`src/rtl/mul_arb_if.sv`:
```
`default_nettype none
//------------------------------------------------------------------------------
// Module      : mul_arb_if
// Description : Request/response bundle between two requesters and the shared
//               multiplier arbiter.
//               Requester lanes are packed: lane i occupies [i*W +: W].
//               master : requester side (drives requests, accepts responses)
//               slave  : arbiter side (accepts requests, drives responses)
// Revision    : 1.0 - initial release
//------------------------------------------------------------------------------
interface mul_arb_if #(
   parameter int XLEN = 64,
   parameter int TAGW = 4
);
   logic [1:0]          ReqValid;
   logic [1:0]          ReqReady;
   logic [2*XLEN-1:0]   ReqSrcA;
   logic [2*XLEN-1:0]   ReqSrcB;
   logic [5:0]          ReqFunct3;
   logic [2*TAGW-1:0]   ReqTag;
   logic                Kill;
   logic                RspValid;
   logic                RspReady;
   logic                RspId;
   logic [TAGW-1:0]     RspTag;
   logic [2*XLEN-1:0]   RspProd;

   modport master (
      output ReqValid, ReqSrcA, ReqSrcB, ReqFunct3, ReqTag, Kill, RspReady,
      input  ReqReady, RspValid, RspId, RspTag, RspProd
   );

   modport slave (
      input  ReqValid, ReqSrcA, ReqSrcB, ReqFunct3, ReqTag, Kill, RspReady,
      output ReqReady, RspValid, RspId, RspTag, RspProd
   );
endinterface
`default_nettype wire

```
`src/rtl/mul_arb.sv`:
```
`default_nettype none
//------------------------------------------------------------------------------
// Module      : mul_arb
// Description : Round-robin arbiter/sequencer sharing one two-stage pipelined
//               multiplier between requester 0 (integer pipeline) and
//               requester 1 (coprocessor). Tracks owner/tag of the op held in
//               the multiplier M stage and returns the double-width product on
//               a valid/ready channel. Backpressure stalls the M stage.
// Ports       : clk, reset      - clock, asynchronous active-high reset
//               bus (slave)     - request lanes, Kill, response channel
//               MulSrcAE/BE     - operands to multiplier E stage
//               MulFunct3E      - multiply type to multiplier E stage
//               MulStallM       - hold multiplier M-stage registers
//               MulFlushM       - clear multiplier M-stage registers
//               MulProdM        - product from multiplier M stage
// Revision    : 1.0 - initial release
//------------------------------------------------------------------------------
module mul_arb #(
   parameter int XLEN = 64,
   parameter int TAGW = 4
) (
   input  wire logic               clk,
   input  wire logic               reset,
   mul_arb_if.slave                bus,
   output logic [XLEN-1:0]         MulSrcAE,
   output logic [XLEN-1:0]         MulSrcBE,
   output logic [2:0]              MulFunct3E,
   output logic                    MulStallM,
   output logic                    MulFlushM,
   input  wire logic [2*XLEN-1:0]  MulProdM
);

   // M-stage occupancy
   typedef enum logic [0:0] {
      ST_EMPTY = 1'b0,
      ST_FULL  = 1'b1
   } state_t;

   state_t              state_q, state_d;
   logic                mid_q,   mid_d;
   logic [TAGW-1:0]     mtag_q,  mtag_d;
   logic                prio_q,  prio_d;

   logic                w_mvalid;
   logic                w_rsp_valid;
   logic                w_rsp_fire;
   logic                w_slot_free;
   logic                w_gnt;
   logic                w_accept;
   logic                w_sel;
   logic [TAGW-1:0]     w_gnt_tag;

   //---------------------------------------------------------------------------
   // Grant, handshake and datapath select
   //---------------------------------------------------------------------------
   always_comb begin
      w_mvalid    = (state_q == ST_FULL);
      w_rsp_valid = w_mvalid & ~bus.Kill;
      w_rsp_fire  = w_rsp_valid & bus.RspReady;
      // A response leaving this cycle frees the slot for a back-to-back issue.
      w_slot_free = ~w_mvalid | w_rsp_fire;

      // Tie goes to the round-robin pointer; otherwise the lone valid one.
      // With nothing valid this evaluates to 0.
      if (&bus.ReqValid) begin
         w_gnt = prio_q;
      end else begin
         w_gnt = bus.ReqValid[1];
      end

      w_accept = (|bus.ReqValid) & w_slot_free & ~bus.Kill;

      bus.ReqReady = 2'b00;
      if (w_accept) begin
         bus.ReqReady[w_gnt] = 1'b1;
      end

      // Select parks on lane 0 whenever nothing is being accepted.
      w_sel = w_accept & w_gnt;

      if (w_sel) begin
         MulSrcAE   = bus.ReqSrcA[2*XLEN-1:XLEN];
         MulSrcBE   = bus.ReqSrcB[2*XLEN-1:XLEN];
         MulFunct3E = bus.ReqFunct3[5:3];
         w_gnt_tag  = bus.ReqTag[2*TAGW-1:TAGW];
      end else begin
         MulSrcAE   = bus.ReqSrcA[XLEN-1:0];
         MulSrcBE   = bus.ReqSrcB[XLEN-1:0];
         MulFunct3E = bus.ReqFunct3[2:0];
         w_gnt_tag  = bus.ReqTag[TAGW-1:0];
      end

      // Freeze partial products while a response waits; Kill overrides.
      MulStallM = w_mvalid & ~bus.RspReady & ~bus.Kill;
      MulFlushM = bus.Kill;

      bus.RspValid = w_rsp_valid;
      bus.RspId    = mid_q;
      bus.RspTag   = mtag_q;
      bus.RspProd  = MulProdM;
   end

   //---------------------------------------------------------------------------
   // Next-state
   //---------------------------------------------------------------------------
   always_comb begin
      state_d = state_q;
      mid_d   = mid_q;
      mtag_d  = mtag_q;
      prio_d  = prio_q;

      if (bus.Kill) begin
         // Killed op vanishes; no accept happens in a Kill cycle.
         state_d = ST_EMPTY;
      end else if (w_accept) begin
         state_d = ST_FULL;
         mid_d   = w_gnt;
         mtag_d  = w_gnt_tag;
         prio_d  = ~w_gnt;
      end else if (w_rsp_fire) begin
         state_d = ST_EMPTY;
      end
   end

   always_ff @(posedge clk or posedge reset) begin
      if (reset) begin
         state_q <= ST_EMPTY;
         mid_q   <= 1'b0;
         mtag_q  <= '0;
         prio_q  <= 1'b0;
      end else begin
         state_q <= state_d;
         mid_q   <= mid_d;
         mtag_q  <= mtag_d;
         prio_q  <= prio_d;
      end
   end

endmodule
`default_nettype wire

```
`src/flat_wrapper.sv`:
```
// flat-port wrapper written by rule: the top's interface ports become plain ports
module mul_arb_flat 
#(
   parameter int XLEN = 64,
   parameter int TAGW = 4
)
  (clk, reset, MulSrcAE, MulSrcBE, MulFunct3E, MulStallM, MulFlushM, MulProdM, bus_ReqValid, bus_ReqSrcA, bus_ReqSrcB, bus_ReqFunct3, bus_ReqTag, bus_Kill, bus_RspReady, bus_ReqReady, bus_RspValid, bus_RspId, bus_RspTag, bus_RspProd);
  mul_arb_if #(.XLEN(XLEN), .TAGW(TAGW)) bus_i ();
  input  wire logic clk;
  input  wire logic reset;
  output logic [XLEN-1:0] MulSrcAE;
  output logic [XLEN-1:0] MulSrcBE;
  output logic [2:0] MulFunct3E;
  output logic MulStallM;
  output logic MulFlushM;
  input  wire logic [2*XLEN-1:0] MulProdM;
  input wire logic [$bits(bus_i.ReqValid)-1:0] bus_ReqValid;
  input wire logic [$bits(bus_i.ReqSrcA)-1:0] bus_ReqSrcA;
  input wire logic [$bits(bus_i.ReqSrcB)-1:0] bus_ReqSrcB;
  input wire logic [$bits(bus_i.ReqFunct3)-1:0] bus_ReqFunct3;
  input wire logic [$bits(bus_i.ReqTag)-1:0] bus_ReqTag;
  input wire logic [$bits(bus_i.Kill)-1:0] bus_Kill;
  input wire logic [$bits(bus_i.RspReady)-1:0] bus_RspReady;
  output wire logic [$bits(bus_i.ReqReady)-1:0] bus_ReqReady;
  output wire logic [$bits(bus_i.RspValid)-1:0] bus_RspValid;
  output wire logic [$bits(bus_i.RspId)-1:0] bus_RspId;
  output wire logic [$bits(bus_i.RspTag)-1:0] bus_RspTag;
  output wire logic [$bits(bus_i.RspProd)-1:0] bus_RspProd;
  assign bus_i.ReqValid = bus_ReqValid;
  assign bus_i.ReqSrcA = bus_ReqSrcA;
  assign bus_i.ReqSrcB = bus_ReqSrcB;
  assign bus_i.ReqFunct3 = bus_ReqFunct3;
  assign bus_i.ReqTag = bus_ReqTag;
  assign bus_i.Kill = bus_Kill;
  assign bus_i.RspReady = bus_RspReady;
  assign bus_ReqReady = bus_i.ReqReady;
  assign bus_RspValid = bus_i.RspValid;
  assign bus_RspId = bus_i.RspId;
  assign bus_RspTag = bus_i.RspTag;
  assign bus_RspProd = bus_i.RspProd;
  mul_arb #(.XLEN(XLEN), .TAGW(TAGW)) u_core (.clk(clk), .reset(reset), .bus(bus_i), .MulSrcAE(MulSrcAE), .MulSrcBE(MulSrcBE), .MulFunct3E(MulFunct3E), .MulStallM(MulStallM), .MulFlushM(MulFlushM), .MulProdM(MulProdM));
endmodule
```
`config.mk`:
```
export PLATFORM = sky130hd
export DESIGN_NAME = mul_arb_flat
export DESIGN_NICKNAME = d
export VERILOG_FILES = /design/src/rtl/mul_arb_if.sv /design/src/rtl/mul_arb.sv /design/src/flat_wrapper.sv
export SDC_FILE = /design/constraint.sdc
export NUM_CORES = 1
export LEC_CHECK = 0
export BUFFER_PORTS_ARGS = -buffer_cell sky130_fd_sc_hd__buf_2
export CAP_MARGIN = 20
export CORE_AREA = 2 2 261 263
export DETAILED_ROUTE_END_ITERATION = 10
export DIE_AREA = 0 0 263 265
export PLACE_DENSITY = 0.37
export RECOVER_POWER = 50
export SYNTH_ARGS = -nofsm -noshare
export SYNTH_HDL_FRONTEND = slang
export SYNTH_SLANG_ARGS = --single-unit
export TNS_END_PERCENT = 5
```
`constraint.sdc`:
```
create_clock -name clk -period 2.1 [get_ports clk]
set_input_delay 0.105 -clock clk [delete_from_list [all_inputs] [get_ports clk]]
set_output_delay 0.105 -clock clk [all_outputs]
set_load 0.03 [all_outputs]
```
======== Word-level counts from Yosys, hierarchy flattened ========
Index checks and enable logic that the tools add are counted.
cells by class
  magnitude comparators ................... 2
  muxes and demuxes ....................... 11
  bitwise gates (word level) .............. 12
  reductions and logical operators ........ 5
operator list
  operator                                                   number
  two-way mux 64 bit                                         2
  bitwise AND 1 bit                                          7
  two-way mux 1 bit                                          5
  two-way mux 4 bit                                          1
  inverter 1 bit                                             4
  AND reduction 2 bit                                        2
  two-way mux 3 bit                                          1
  nonzero test 3 bit                                         1
  < comparator 1 x 2 -> 1 bit (second input constant)        1
  two-way mux 2 bit                                          1
  OR reduction 2 bit                                         1
  demux 1 bit (select 1 bit)                                 1
  greater-or-equal comparator 1 bit (second input constant)  1
  logical AND 1 bit                                          1
  OR 1 bit                                                   1
word-level totals
  register bits after elaboration ......... 7
  input bits .............................. 404
  output and inout port bits .............. 269
  word-level logic and storage cells ...... 34

======== Longest topological paths before layout ========
Gate-level depths: netlist of run 1.
  depth in word-level cells ............... 8
  depth in mapped cells ................... 6
  gate-level depth less buffers ........... 3

======== Worst setup path after synthesis of run 1 ========
No wires, ideal clock.
  path kind ............................... register to output
  start ................................... register u_core.state_q
  end ..................................... output port MulSrcAE[0]
  arrival ................................. 1751 ps
  data required time ...................... 1995 ps
  path slack .............................. 244 ps
  cell stages (with the launch flop) ...... 7
  path buffers ............................ 3
  cell sequence ........................... dfrtp_1 nor2b_1 or4_1 buf_2 buf_6 buf_6 mux2_4
between the ends
  longest elaborated chain between the ends .. 7
  elaborated cells on any way between the ends .. 8
  classes of those cells .................. 1 x mux; 7 x bitwise
RTL lines
  what                                line                text
  from (decl)                         mul_arb.sv:39       state_t state_q, state_d;
  from (signal assigned)              mul_arb.sv:132      state_q <= state_d;
  bitwise AND 1 bit                   mul_arb.sv:58       w_rsp_valid = w_mvalid & ~bus.Kill;
  bitwise AND 1 bit                   mul_arb.sv:59       w_rsp_fire = w_rsp_valid & bus.RspReady;
  OR 1 bit (*)                        mul_arb.sv:61       w_slot_free = ~w_mvalid | w_rsp_fire;
  bitwise AND 1 bit (*) (2 in a row)  mul_arb.sv:71       w_accept = (|bus.ReqValid) & w_slot_free & ~bus.Kill;
  bitwise AND 1 bit (*)               mul_arb.sv:79       w_sel = w_accept & w_gnt;
  two-way mux 64 bit (*)              mul_arb.sv:81       if (w_sel) begin
  to (decl)                           flat_wrapper.sv:11  output logic [XLEN-1:0] MulSrcAE;
Every way passes the cells marked *; elsewhere a longest branch is shown, timed or not.

======== Worst setup path after layout of run 1 ========
  start ................................... register u_core.state_q
  end ..................................... output port MulSrcAE[4]
The elaborated chain is that of the path after synthesis.

==> key figures, run 1 <==
Status
  • Status: finished, violations left
  • Violated checks: setup timing

Route
  • Total wire length: 16200 µm
  • # DRC: 0
  • DRT Pass-1 Iters: 4
  • Iter 0 DRT Violations: 83
  • Vias: 3479
  • Via density: 2.36
  • Detail Route Antenna Nets: 0
  • Wire per inst: 11.0 µm

Cells and area
  • Final nets: 1005
  • Most common cell after layout, fill and taps aside: buf_2
  • Commonest cells after routing, fill and taps aside: buf_2, mux2_4, mux2_2
  • Fraction of layout cells with a size suffix above 1: 94.2%
  • Area growth from synthesis to layout: 75.0%
  • Post-Route Utilization: 8.32%

Critical path
  • Max incr delay on CP: 0.52 ns
  • CP Data Arrival Time: 2.19 ns
  • R2R depth: 5
  • Worst path cell trace: nor2b_1 > or4_4 > buf_12 > buf_4 > mux2_4 > buf_2
  • Worst Setup SP: u_core.state_q
  • CP delay by family, top: simple AND/OR/NAND/NOR gates
  • Worst setup SP type: flop
  • Crit Path Class: reg -> out
  • CP Depth: 6
  • Worst Path Buf+Inv: 3
  • Largest fanout on the critical path: 10
  • Required time worst endpoint: 2.00 ns
  • CP max stage cell: or4_4
  • Reg-to-reg startpoint: u_core.state_q
  • CP endpoint kind: output pin

Logic synthesis
  • Distinct cells, synth: 18
  • Synth area leader: mux2_4
  • Syn nets: 714
  • Avg Cell Area, Syn: 10.2 µm²
  • Synth Cell Area: 3180 µm²
  • Seq cells post-synth: 7
  • Mux cell area share after synthesis: 54.5%
  • Yosys warns: 0
  • Synth Area in Simple Gates: 1.77%
  • Synth Area in XOR/XNOR: 0%
  • Post-synthesis sequential area ratio: 5.51%
  • Synth Instances: 310
  • Adder-Cell Fraction of Synth Area: 0%
  • Area contributors post-synth: mux2_4, buf_4, mux2_2
  • Complex-gate fraction of the synthesized area: 3.23%
  • Largest family of logic cells by synthesized area: multiplexers
  • Top-area cell type share of the netlist area: 32.1%

Global route
  • Initial antenna violation count: 6
  • Total track usage: 3.93%
  • Pin count of the biggest net entering global routing: 62
  • Vias in the first global route: 3555
  • Global-route wire length before repair: 20800 µm
  • GRT overflow: 0

Min path
  • Hold Path Class: in -> reg
  • HP Start: bus_ReqValid[1]
  • Hold path depth: 2

Clock tree
  • CTS tree: yes
  • CTS Buf Count: 3
  • Clk sinks: 7
  • Max clock buf depth: 2
  • CTS H-tree lvls: 1
  • Root Buffer: clkbuf_16
  • Clock Latency Late Sink: 0.23 ns
  • Clock transition at path regs: 0.04 ns

Power and ir drop
  • Pwr Density: 373 nW/µm²
  • Tot Pwr: 2.07 mW
  • Leak: 2.83 nW
  • Maximum VDD drop: 0.168 mV

Timing
  • Clock skew: 0.00145 ns
  • Max_slew headroom: 63.2%
  • Slew of the pin with the lowest slew margin: 0.548 ns
  • Part of the cycle the worst path needs: 109%
  • Hold_ws: 0.115 ns
  • Setup Viol. Count Final: 131
  • Slew Limit Fails: 0
  • Final hold viol count: 0
  • RSZ-0062 raised after global routing: true
  • Fin crit period: 2.29 ns
  • Max Fclk: 0.436 GHz
  • Worst setup margin: -0.194 ns

Die
  • Die area: 69700 µm²
  • Die H: 265 µm
  • Die W: 263 µm
  • I/O pins: 673
  • Floorplan core area: 66800 µm²
  • Initial Util: 4.76%
  • # rows: 95

Job
  • Max-Cap Viols: 0

Placed design
  • HPWL after DPL: 13800 µm
  • RD Place Congestion: 0.780
  • IO Port Bufs: 416
[metrics by stage]
stage | setup slack [ns] | setup TNS (ns) | instances | cell area [µm²]
2_1_floorplan | 0.244 | 0 | 310 | 3180
3_3_place_gp | 0.0431 | 0 | 1464 | 5350
3_5_place_dp | 0.0245 | 0 | 1464 | 5350
4_1_cts | -0.231 | -19.89 | 1469 | 5440
5_1_grt | -0.254 | -28.11 | 1475 | 5560
6_report | -0.194 | -19.24 | 1475 | 5560
[cell families after synthesis]
kind of cell | count (synthesis)
simple gates | 10
mux | 131
buf+inv | 149
flops | 7
compound gates | 13
[worst paths after layout]
kind | endpoint | slack [ns]
worst max-delay path | MulSrcAE[4] | -0.19
worst min register to register | u_core.prio_q | 0.53
min in group asynchronous | u_core.state_q | 0.36
max in group asynchronous | u_core.bus.RspTag[0] | 1.52
worst max register to register | u_core.bus.RspId | 0.51
worst min-delay path | u_core.prio_q | 0.11
[worst reg2reg max path, stage by stage, from the launching register on]
cell,delay [ns]
dfrtp_1,0.37
nor2b_1,0.15
or4_4,0.52
buf_12,0.18
buf_6,0.19
o21ai_0,0.09
[cell usage after synthesis]
cell type,n
a21bo_2,1
a21oi_1,1
a2bb2oi_1,4
a31oi_1,2
buf_2,7
buf_4,129
buf_6,8
dfrtp_1,7
inv_1,5
mux2_2,63
mux2_4,68
nand2b_1,1
nor2_1,2
nor2b_1,4
nor3_1,2
o21ai_0,1
o32ai_1,4
or4_1,1
[report_power, final]
| group | switching, mW | total, mW | internal [mW] |
|---|---|---|---|
| Sequential | 0.0163 | 0.176 | 0.159 |
| Clock | 0.0731 | 0.326 | 0.253 |
| Combinational | 0.877 | 1.57 | 0.696 |
| Total | 0.966 | 2.07 | 1.11 |
[layout make-up]
class	instances	area (µm²)
Fill cell	7814	61200
Timing Repair Buffer	430	2290
Multi-Input combinational cell	154	1890
Tap cell	873	1090
Sequential cell	7	175
Clock buffer	4	78.8
Inverter	5	18.8
Antenna cell	2	5.00
[per-layer routing]
metal / global-route usage [%] / wire, µm / up-vias / part of all wire (%)
met5: 0 / 0 / - / 0
met4: 1.50 / 560 / 0 / 3.4
met3: 2.47 / 2720 / 22 / 17
met2: 6.99 / 7540 / 466 / 46
met1: 3.62 / 5420 / 1462 / 33
li1: - / - / 1529 / -
[registers in the layout (all words and copies together), names as in the netlist]
name	flops
u_core.state_q	1
u_core.bus.RspTag	4
u_core.prio_q	1
u_core.bus.RspId	1
[repair_timing]
item	4_1_cts	5_1_grt
resized for setup	0	11
endpoints found under the hold margin	7	0
pin swaps	0	1
setup endpoints to repair	131	131
buffers inserted	0	1
hold buffers	1	0
gates cloned	0	3
(Power assumes the default switching activity.)
==> run 2: changes to the inputs <==
--- a/config.mk
+++ b/config.mk
@@ -15,4 +15,4 @@
 export SYNTH_ARGS = -nofsm -noshare
 export SYNTH_HDL_FRONTEND = slang
 export SYNTH_SLANG_ARGS = --single-unit
-export TNS_END_PERCENT = 5
+export TNS_END_PERCENT = 100
==> run 2 against run 1 <==
Net effect:
- the run still ends with setup timing left
- final area increased by 5.8%
- die area unchanged
- total power increased by 6.3%
- utilization increased by 0.48 points
- critical path type unchanged
- largest cell class unchanged
==> key figures, run 2 (synthesis results as in run 1) <==
Status
  • Status: finished, violations left
  • Violated checks: setup timing

Route
  • Total wire length: 16700 µm
  • DR WL met2: 7810 µm
  • # DRC: 0
  • Detail Route Antenna Nets: 0
  • Via density: 2.39
  • Iter 0 DRT Violations: 82
  • Met1 wire length: 5490 µm
  • DRT Pass-1 Iters: 4
  • Vias: 3524
  • Wire per inst: 11.3 µm
  • Max Used Layer: met4
  • Met3 WL: 2760 µm

Cells and area
  • Commonest cells after routing, fill and taps aside: buf_2, mux2_4, mux2_2
  • Post-Route Utilization: 8.80%
  • Fraction of layout cells with a size suffix above 1: 94.2%
  • Final nets: 1005
  • Most common cell after layout, fill and taps aside: buf_2
  • Area growth from synthesis to layout: 85.0%
  • Cell Count, Final, Fillers Out: 1476
  • Largest register FFs: 4

Global route
  • GRT overflow: 0
  • Vias in the first global route: 3753
  • Initial antenna violation count: 6
  • Total track usage: 4.17%
  • Global-route wire length before repair: 22000 µm
  • Pin count of the biggest net entering global routing: 32

Die
  • Floorplan core area: 66800 µm²
  • Initial Util: 4.76%
  • Die area: 69700 µm²
  • Die W: 263 µm
  • I/O pins: 673
  • # rows: 95
  • Die H: 265 µm

Clock tree
  • Clk sinks: 7
  • CTS H-tree lvls: 1
  • Root Buffer: clkbuf_16
  • Max clock buf depth: 2
  • Clock Latency Late Sink: 0.23 ns
  • CTS tree: yes
  • Clock transition at path regs: 0.04 ns
  • CTS Buf Count: 3

Critical path
  • Worst path cell trace: nor2b_1 > or4_4 > buf_12 > buf_16 > mux2_2 > buf_2
  • CP delay by family, top: simple AND/OR/NAND/NOR gates
  • CP Data Arrival Time: 2.17 ns
  • Required time worst endpoint: 2.00 ns
  • CP max stage cell: or4_4
  • Worst setup SP type: flop
  • Worst Path Buf+Inv: 3
  • CP endpoint kind: output pin
  • Largest fanout on the critical path: 31
  • Crit Path Class: reg -> out
  • Max incr delay on CP: 0.49 ns

Power and ir drop
  • P_int: 1.21 mW
  • Logic pwr share: 77.2%
  • Power share of the sequential group: 8.0%
  • Maximum VDD drop: 0.164 mV
  • Pwr Density: 375 nW/µm²
  • Leak: 2.94 nW
  • Clk pwr share: 14.8%
  • Switch Pwr: 0.996 mW
  • Sw Ratio: 45.2%

Min path
  • Hold Path Class: in -> reg

Timing
  • Clock skew: 0.00156 ns
  • Final hold viol count: 0
  • Setup_tns: -14.51 ns
  • Slew Limit Fails: 0
  • Max_slew headroom: 63.4%
  • Worst setup margin: -0.170 ns
  • Part of the cycle the worst path needs: 108%
  • Max Fclk: 0.441 GHz
  • Slew of the pin with the lowest slew margin: 0.544 ns
  • RSZ-0062 raised after global routing: true
  • Fin crit period: 2.27 ns
  • Setup Viol. Count Final: 131

Placed design
  • HPWL after DPL: 13800 µm
  • Cells after DPL: 1464
  • IO Port Bufs: 416
  • RD Place Congestion: 0.780

Job
  • Max-Cap Viols: 0
## run 2: cell types whose count changed in the layout (fill, tap and decap cells not counted), sizes merged
cell,previous run,this run
buf,427,428
diode,2,3
clkbuf,6,5
## run 2: final cells by class
class	count	area (µm²)
Clock buffer	4	78.8
Tap cell	873	1090
Antenna cell	3	7.51
Timing Repair Buffer	430	2610
Multi-Input combinational cell	154	1890
Inverter	5	18.8
Sequential cell	7	175
Fill cell	7788	60900
## run 2: layer usage
metal / vias up / global-route usage [%]
met5: - / 0.139
met4: 0 / 1.98
met3: 24 / 2.55
met2: 468 / 7.26
met1: 1504 / 3.86
li1: 1528 / -
## run 2: timing repair
action / 4_1_cts / 5_1_grt
endpoints found under the setup margin: 131 / 131
hold buffers: 1 / 0
resized for setup: 96 / 12
setup buffers: 1 / 0
hold endpoints to repair: 7 / 0
gates cloned: 2 / 1
## run 2: path summary, 6_finish.rpt
path / start / endpoint / slack (ns) / cells after the start
worst max register to register: u_core.state_q / u_core.bus.RspId / 0.55 / 5
worst min register to register: u_core.prio_q / u_core.prio_q / 0.53 / 1
max in group asynchronous: reset / u_core.bus.RspTag[0] / 1.52 / 3
worst max-delay path: u_core.state_q / MulSrcAE[52] / -0.17 / 6
min in group asynchronous: reset / u_core.state_q / 0.36 / 3
worst min-delay path: bus_ReqValid[1] / u_core.prio_q / 0.12 / 2
## run 2: power groups by stage
stage	clock network (mW)	registers [mW]	logic, mW
2_1_floorplan	0	0.209	1.42
5_1_grt	0.341	0.180	1.79
6_report	0.326	0.176	1.70
4_1_cts	0.331	0.176	1.69
3_5_place_dp	0	0.177	1.54
3_3_place_gp	0	0.176	1.54
## run 2: per-stage QoR
step / cell area (µm²) / setup slack [ns] / total power [mW] / hold WS [ns]
after floorplan: 3180 / 0.244 / 1.63 / -0.0916
after CTS: 5800 / -0.191 / 2.20 / 0.108
after global routing: 5880 / -0.233 / 2.31 / 0.115
after detailed placement: 5350 / 0.0245 / 1.72 / 0.0521
after global placement: 5350 / 0.0431 / 1.72 / 0.0540
final: 5880 / -0.170 / 2.20 / 0.115
